File: config.mk
export PLATFORM = sky130hd
export DESIGN_NAME = wptr_ctrl_sync
export DESIGN_NICKNAME = d
export VERILOG_FILES = /design/src/rtl/wptr_ctrl_sync.sv
export SDC_FILE = /design/constraint.sdc
export NUM_CORES = 1
export LEC_CHECK = 0
export CAP_MARGIN = 10
export CORE_ASPECT_RATIO = 1.25
export CORE_MARGIN = 2
export CORE_UTILIZATION = 30
export DETAILED_ROUTE_END_ITERATION = 8
export DONT_BUFFER_PORTS = 1
export PLACE_DENSITY = 0.55
export SYNTH_ARGS = -nofsm -noshare
export SYNTH_HDL_FRONTEND = slang
export SYNTH_SLANG_ARGS = --single-unit
File: constraint.sdc
create_clock -name clk -period 6.6 [get_ports clk]
set_input_delay 1.32 -clock clk [delete_from_list [all_inputs] [get_ports clk]]
set_output_delay 1.32 -clock clk [all_outputs]
set_load 0.02 [all_outputs]
File: src/rtl/wptr_ctrl_sync.sv
// Write-side pointer controller for the async FIFO: synchronises the read Gray
// pointer, owns the binary/Gray write pointer, full, fill level, almost-full and sticky overflow.
module wptr_ctrl_sync #(
    parameter int ADDR_WIDTH  = 6,
    parameter int SYNC_STAGES = 2
) (
    input  logic                  clk,
    input  logic                  rst_n,
    input  logic                  winc,
    input  logic [ADDR_WIDTH:0]   rptr_gray,
    input  logic [ADDR_WIDTH:0]   af_thresh,
    input  logic                  clr_ovf,
    output logic                  wen,
    output logic [ADDR_WIDTH-1:0] waddr,
    output logic [ADDR_WIDTH:0]   wptr_gray,
    output logic                  full,
    output logic                  almost_full,
    output logic [ADDR_WIDTH:0]   wlevel,
    output logic                  overflow
);

    localparam int A = ADDR_WIDTH;

    logic [A:0] sync_q [SYNC_STAGES];
    logic [A:0] rq_gray;
    logic [A:0] rq_bin;

    logic [A:0] bin_q,   bin_d;
    logic [A:0] gray_q,  gray_d;
    logic [A:0] level_q, level_d;
    logic       full_q,  full_d;
    logic       af_q,    af_d;
    logic       ovf_q,   ovf_d;

    // Only the first synchroniser stage ever samples the asynchronous read pointer.
    always_ff @(posedge clk or negedge rst_n) begin
        if (!rst_n) begin
            for (int i = 0; i < SYNC_STAGES; i++) begin
                sync_q[i] <= '0;
            end
        end else begin
            sync_q[0] <= rptr_gray;
            for (int i = 1; i < SYNC_STAGES; i++) begin
                sync_q[i] <= sync_q[i-1];
            end
        end
    end

    assign rq_gray = sync_q[SYNC_STAGES-1];

    always_comb begin
        rq_bin = '0;
        for (int i = 0; i <= A; i++) begin
            rq_bin[i] = ^(rq_gray >> i);
        end
    end

    assign wen = winc & ~full_q;

    // Full compares against the read pointer with its top two Gray bits inverted,
    // i.e. exactly one lap (DEPTH entries) ahead.
    always_comb begin
        bin_d   = bin_q + {{A{1'b0}}, wen};
        gray_d  = (bin_d >> 1) ^ bin_d;
        full_d  = (gray_d == {~rq_gray[A:A-1], rq_gray[A-2:0]});
        level_d = bin_d - rq_bin;
        af_d    = (level_d >= af_thresh);
        ovf_d   = (winc & full_q) | (ovf_q & ~clr_ovf);
    end

    always_ff @(posedge clk or negedge rst_n) begin
        if (!rst_n) begin
            bin_q   <= '0;
            gray_q  <= '0;
            level_q <= '0;
            full_q  <= 1'b0;
            af_q    <= 1'b0;
            ovf_q   <= 1'b0;
        end else begin
            bin_q   <= bin_d;
            gray_q  <= gray_d;
            level_q <= level_d;
            full_q  <= full_d;
            af_q    <= af_d;
            ovf_q   <= ovf_d;
        end
    end

    assign waddr       = bin_q[A-1:0];
    assign wptr_gray   = gray_q;
    assign full        = full_q;
    assign almost_full = af_q;
    assign wlevel      = level_q;
    assign overflow    = ovf_q;

endmodule

# After elaboration in Yosys (flattened, before gate mapping)

Cells that the tools add are included.

Memory bits (writable): 0
Logic and storage cells: 27
Bits in latches: 0
Output and inout port bits: 24
Bits in read-only memories: 0
Bits of input ports: 18
Memories: 0
Register bits: 38

$mul: 0
Multiplexer cells: 0
$add $sub $neg: 2
Bitwise logic cells: 8
Reduce and logical (&&, ||, !) cells: 7
Equality and inequality tests: 1
Divide/modulo/power cells: 0
$lt $le $gt $ge: 1
Shift operators: 0

Operators by type and width:

| kind                                   | count |
|---|---|
| 7-bit parity                           | 7 |
| 7-bit by 1-bit adder with 7-bit output | 1 |
| 7-bit equality test                    | 1 |
| 7-bit greater-or-equal comparator      | 1 |
| 7-bit subtractor                       | 1 |
| 6-bit by 7-bit XOR with 7-bit output   | 1 |
| 1-bit bitwise AND                      | 3 |
| 1-bit NOT                              | 2 |
| 2-bit NOT                              | 1 |
| 1-bit OR                               | 1 |

# Longest topological paths before layout

Word-level depth: 5
Mapped depth: 15
Mapped depth without buffers: 15

# Worst setup path before layout

No wires, ideal clock.

Path type: input -> register
Start point: input port winc
End point: register af_q, in the netlist almost_full
Data required time: 6.476 ns
Cell stages on the path: 12
Path buffers: 0
Arrival: 3.973 ns
Path slack: 2.503 ns
Setup time: 0.124 ns
Cell sequence: nor2b_1 -> ha_1 -> ha_1 -> xor2_1 -> ha_1 -> a21o_1 -> a21o_1 -> a21oi_1 -> xnor2_1 -> ha_1 -> nand2_1 -> o21ai_1

Word-level cells in the longest chain between the ends: 4

RTL lines:

| item                                   | line | RTL |
|---|---|---|
| start: declaration                     | 9    | `input logic winc,` |
| 1-bit bitwise AND                      | 58   | `assign wen = winc & ~full_q;` |
| 7-bit by 1-bit adder with 7-bit output | 63   | `bin_d = bin_q + {{A{1'b0}}, wen};` |
| net bin_d[2]                           | 28   | `logic [A:0] bin_q, bin_d;` |
| 7-bit subtractor                       | 66   | `level_d = bin_d - rq_bin;` |
| net level_d[5]                         | 30   | `logic [A:0] level_q, level_d;` |
| 7-bit greater-or-equal comparator      | 67   | `af_d = (level_d >= af_thresh);` |
| net af_d                               | 32   | `logic af_q, af_d;` |
| end signal: assignment                 | 77   | `af_q <= 1'b0;` |
| end signal: assignment                 | 84   | `af_q <= af_d;` |
| end: declaration                       | 32   |  |

The timed path passes the listed nets, and every way through them passes these cells.

# Worst setup path in the final report

Ends and elaborated chain as after synthesis.

==> flow_metrics.py <==
metrics = {
    "timing": {
        "final.setup_skew_ns": 0.00456,
        "timing.fmax_mhz": 241,
        "final_period_minus_worst_setup_slack_ns": 4.14,
        "grt_setup_unrepaired": "false",
        "setup-violations-final": 0,
        "timing.final.max_slew_violations": 0,
        "final.setup.worst_slack_ns": 2.46,
        "finalHoldViolCount": 0,
        "rel_slew_slack": 0.675,
        "timing.setup.tns_ns": 0,
        "layout_worst_path_cycle_share": 0.628,
        "worstMarginPinSlew_ns": 0.487,
    },
    "clocking": {
        "hold_buffers": 0,
        "sinks_on_the_clock_net": 37,
        "post_cts_resized": 0,
        "tritoncts.num_buffers": 5,
        "clock_slew_at_the_register_clock_pins_of_the_worst_setup_and_hold_paths_ns": 0.07,
        "clock_tree.htree_level_count": 2,
        "cts_tree": "built",
        "cts.path.max_buffers": 2,
        "clock_insertion_delay_worst_skew_ns": 0.29,
        "root_buffer": "sky130_fd_sc_hd__clkbuf_8",
        "post-cts-setup-buffers": 0,
    },
    "synth": {
        "synth_common_cells": "sky130_fd_sc_hd__dfrtp_1, sky130_fd_sc_hd__xor2_1, sky130_fd_sc_hd__ha_1, sky130_fd_sc_hd__xnor2_1, sky130_fd_sc_hd__inv_1",
        "post_synth_instance_area_um2": 1770,
        "syn-mean-instance-area_um2": 12.1,
        "synth_top_cell_area_share": 0.522,
        "synth_enable_flop_cells": 0,
        "ys.flop_type": "sky130_fd_sc_hd__dfrtp_1",
        "post_synth_inst_count": 147,
        "yosys-top-cells-area": "sky130_fd_sc_hd__dfrtp_1, sky130_fd_sc_hd__ha_1, sky130_fd_sc_hd__xor2_1, sky130_fd_sc_hd__xnor2_1, sky130_fd_sc_hd__a21o_1",
        "yosys_warnings": 0,
        "seq_area_frac_synth": 0.522,
        "most_frequent_cell_after_synthesis": "sky130_fd_sc_hd__dfrtp_1",
        "post_synth_net_total": 181,
        "synth_top_cell_by_area": "sky130_fd_sc_hd__dfrtp_1",
        "synth.ff_latch_count": 37,
        "synth_cell_types": 29,
        "synth-async-reset-ratio": 1.00,
    },
    "pwr": {
        "power_density_nw_per_um2": 588,
        "cell_internal_pwr_mw": 0.643,
        "power.share.clock": 0.149,
        "power_switching_share": 0.438,
        "seqPwrFrac": 0.398,
        "total_leakage_power_nw": 0.942,
        "comb_power_share": 0.453,
        "max_ir_drop_vdd_v": 0.000207,
        "net-switching-power_mw": 0.502,
    },
    "die": {
        "die_h_um": 90.0,
        "ios": 42,
        "die_x_um": 72.8,
        "start_util": 0.309,
        "std_cell_rows": 31,
        "die_area_um2": 6550,
        "core_um2": 5740,
    },
    "place": {
        "post-place-ws_ns": 2.16,
        "gpl.final_weighted_congestion": 0.746,
        "placed_cell_area_um2": 1840,
        "detailed_place_hpwl_mm": 2.34,
        "place.port_buffers": 0,
    },
    "setup_path": {
        "setup.worst_path.start_class": "input pin",
        "critical_path_required_ns": 6.77,
        "endpoint_kind": "register",
        "cp.arrival_ns": 4.31,
        "critical_path_peak_fanout": 6,
        "class_of_the_most_critical_setup_path": "input pin to register",
    },
    "routing": {
        "drt_first_pass_iters": 4,
        "route.detailed.wl_per_inst_um": 14.1,
        "num_vias": 1013,
        "antenna_violating_nets_post_route": 0,
        "first_iter_violations": 59,
        "finalWirelength_mm": 3.08,
        "drc": 0,
        "via_count_normalized_by_instance_count": 4.65,
    },
    "hold_path": {
        "worst_hold_path_class": "register to register",
    },
    "global_routing": {
        "grt_first_pass_wirelength_mm": 5.06,
        "antenna_found_initial": 0,
        "grt_pass1_vias": 1034,
        "globalRoute.totalOverflow": 0,
        "grt_max_degree": 38,
        "globalRouteTotalUtil": 0.103,
    },
    "final_layout": {
        "drive_gt1_frac": 0.0855,
        "n_antenna_cell": 0,
        "area.growth.synth_to_final_pct": 9.66,
        "nNetsFinal": 185,
        "final_cell_area_um2": 1950,
    },
    "run": {
        "drv.max_cap_violation_count": 0,
    },
    "status": {
        "status": "finished, final reports clean",
    },
}
==> power groups by stage <==
stage	logic [mW]	clock network (mW)	registers [mW]
after global routing	0.598	0.188	0.467
final	0.518	0.171	0.456
after detailed placement	0.524	0	0.463
after global placement	0.517	0	0.461
after floorplan	0.456	0	0.425
after CTS	0.531	0.181	0.459
==> metal layers <==
metal / GRT usage / wire length [um]
met1: 0.132 / 1280
met2: 0.146 / 1470
met3: 0.0471 / 275
met4: 0.0509 / 52
met5: 0 / 0
==> flip-flops by register name, summed over array words and instances, names as in the netlist <==
register,flops
wlevel,7
full,1
almost_full,1
wptr_gray,6
sync_q,7
rq_gray,7
overflow,1
bin_q,7
==> final cells by class <==
type	count	area [um2]
Fill cell	588	3790
Sequential cell	37	926
Multi-Input combinational cell	95	791
Clock buffer	7	96.3
Tap cell	66	82.6
Inverter	12	45.0
Clock inverter	1	5.00
==> stage by stage <==
step                      total power, mW  utilization  cells  hold slack (ns)
after floorplan                     0.881            -    147            0.331
after global placement              0.978        0.321    210            0.337
after detailed placement            0.987        0.321    210            0.335
after CTS                            1.17        0.339    218            0.351
after global routing                 1.25        0.339    218            0.356
final                                1.14        0.339    218            0.350
==> critical path, cell delays in order <==
cell	delay, ns
sky130_fd_sc_hd__nor2b_1	0.40
sky130_fd_sc_hd__ha_1	0.36
sky130_fd_sc_hd__ha_1	0.32
sky130_fd_sc_hd__xor2_1	0.44
sky130_fd_sc_hd__ha_1	0.35
sky130_fd_sc_hd__a21o_1	0.19
sky130_fd_sc_hd__a21o_1	0.18
sky130_fd_sc_hd__a21oi_1	0.17
sky130_fd_sc_hd__xnor2_1	0.18
sky130_fd_sc_hd__ha_1	0.28
sky130_fd_sc_hd__nand2_1	0.06
sky130_fd_sc_hd__o21ai_1	0.06
==> cell families (layout without fill, tap and decap cells) <==
group                      Yosys count  count (layout)  share of synthesized area
adders and majority gates           16              16                      0.117
buffers and inverters               15              20                     0.0324
DFF                                 37              37                      0.522
and+or+nand+nor                     24              24                     0.0656
xor gates and xnor gates            33              33                      0.180
AOI/OAI and AO/OA                   22              22                     0.0832
==> path summary, 6_finish.rpt <==
path	from	end	slack (ns)	cells after the start
min in group asynchronous	rst_n	bin_q[0]$_DFF_PN0_	0.72	0
min reg2reg	sync_q[11]$_DFF_PN0_	rq_gray[4]$_DFF_PN0_	0.35	0
max	winc	almost_full$_DFF_PN0_	2.46	12
max in group asynchronous	rst_n	rq_gray[4]$_DFF_PN0_	5.79	0
min	sync_q[11]$_DFF_PN0_	rq_gray[4]$_DFF_PN0_	0.35	0
max reg2reg	rq_gray[5]$_DFF_PN0_	almost_full$_DFF_PN0_	2.97	14
==> layout by cell type (no fill, tap or decap) <==
cell / instances
sky130_fd_sc_hd__a21boi_1: 2
sky130_fd_sc_hd__a21o_1: 7
sky130_fd_sc_hd__a21oi_1: 7
sky130_fd_sc_hd__a22oi_1: 1
sky130_fd_sc_hd__a311oi_2: 1
sky130_fd_sc_hd__a31oi_1: 1
sky130_fd_sc_hd__and3_1: 1
sky130_fd_sc_hd__and3b_1: 1
sky130_fd_sc_hd__clkbuf_8: 7
sky130_fd_sc_hd__clkinv_2: 1
sky130_fd_sc_hd__dfrtp_1: 37
sky130_fd_sc_hd__fa_1: 1
sky130_fd_sc_hd__ha_1: 15
sky130_fd_sc_hd__inv_1: 11
sky130_fd_sc_hd__inv_2: 1
sky130_fd_sc_hd__nand2_1: 7
sky130_fd_sc_hd__nand2b_1: 1
sky130_fd_sc_hd__nand3_1: 7
sky130_fd_sc_hd__nor2_1: 3
sky130_fd_sc_hd__nor2b_1: 1
sky130_fd_sc_hd__nor3_1: 2
sky130_fd_sc_hd__o21ai_0: 1
sky130_fd_sc_hd__o21ai_1: 1
sky130_fd_sc_hd__o22ai_1: 1
sky130_fd_sc_hd__or3_1: 1
sky130_fd_sc_hd__xnor2_1: 12
sky130_fd_sc_hd__xnor3_2: 1
sky130_fd_sc_hd__xor2_1: 18
sky130_fd_sc_hd__xor2_2: 2
(Power assumes the default switching activity.)
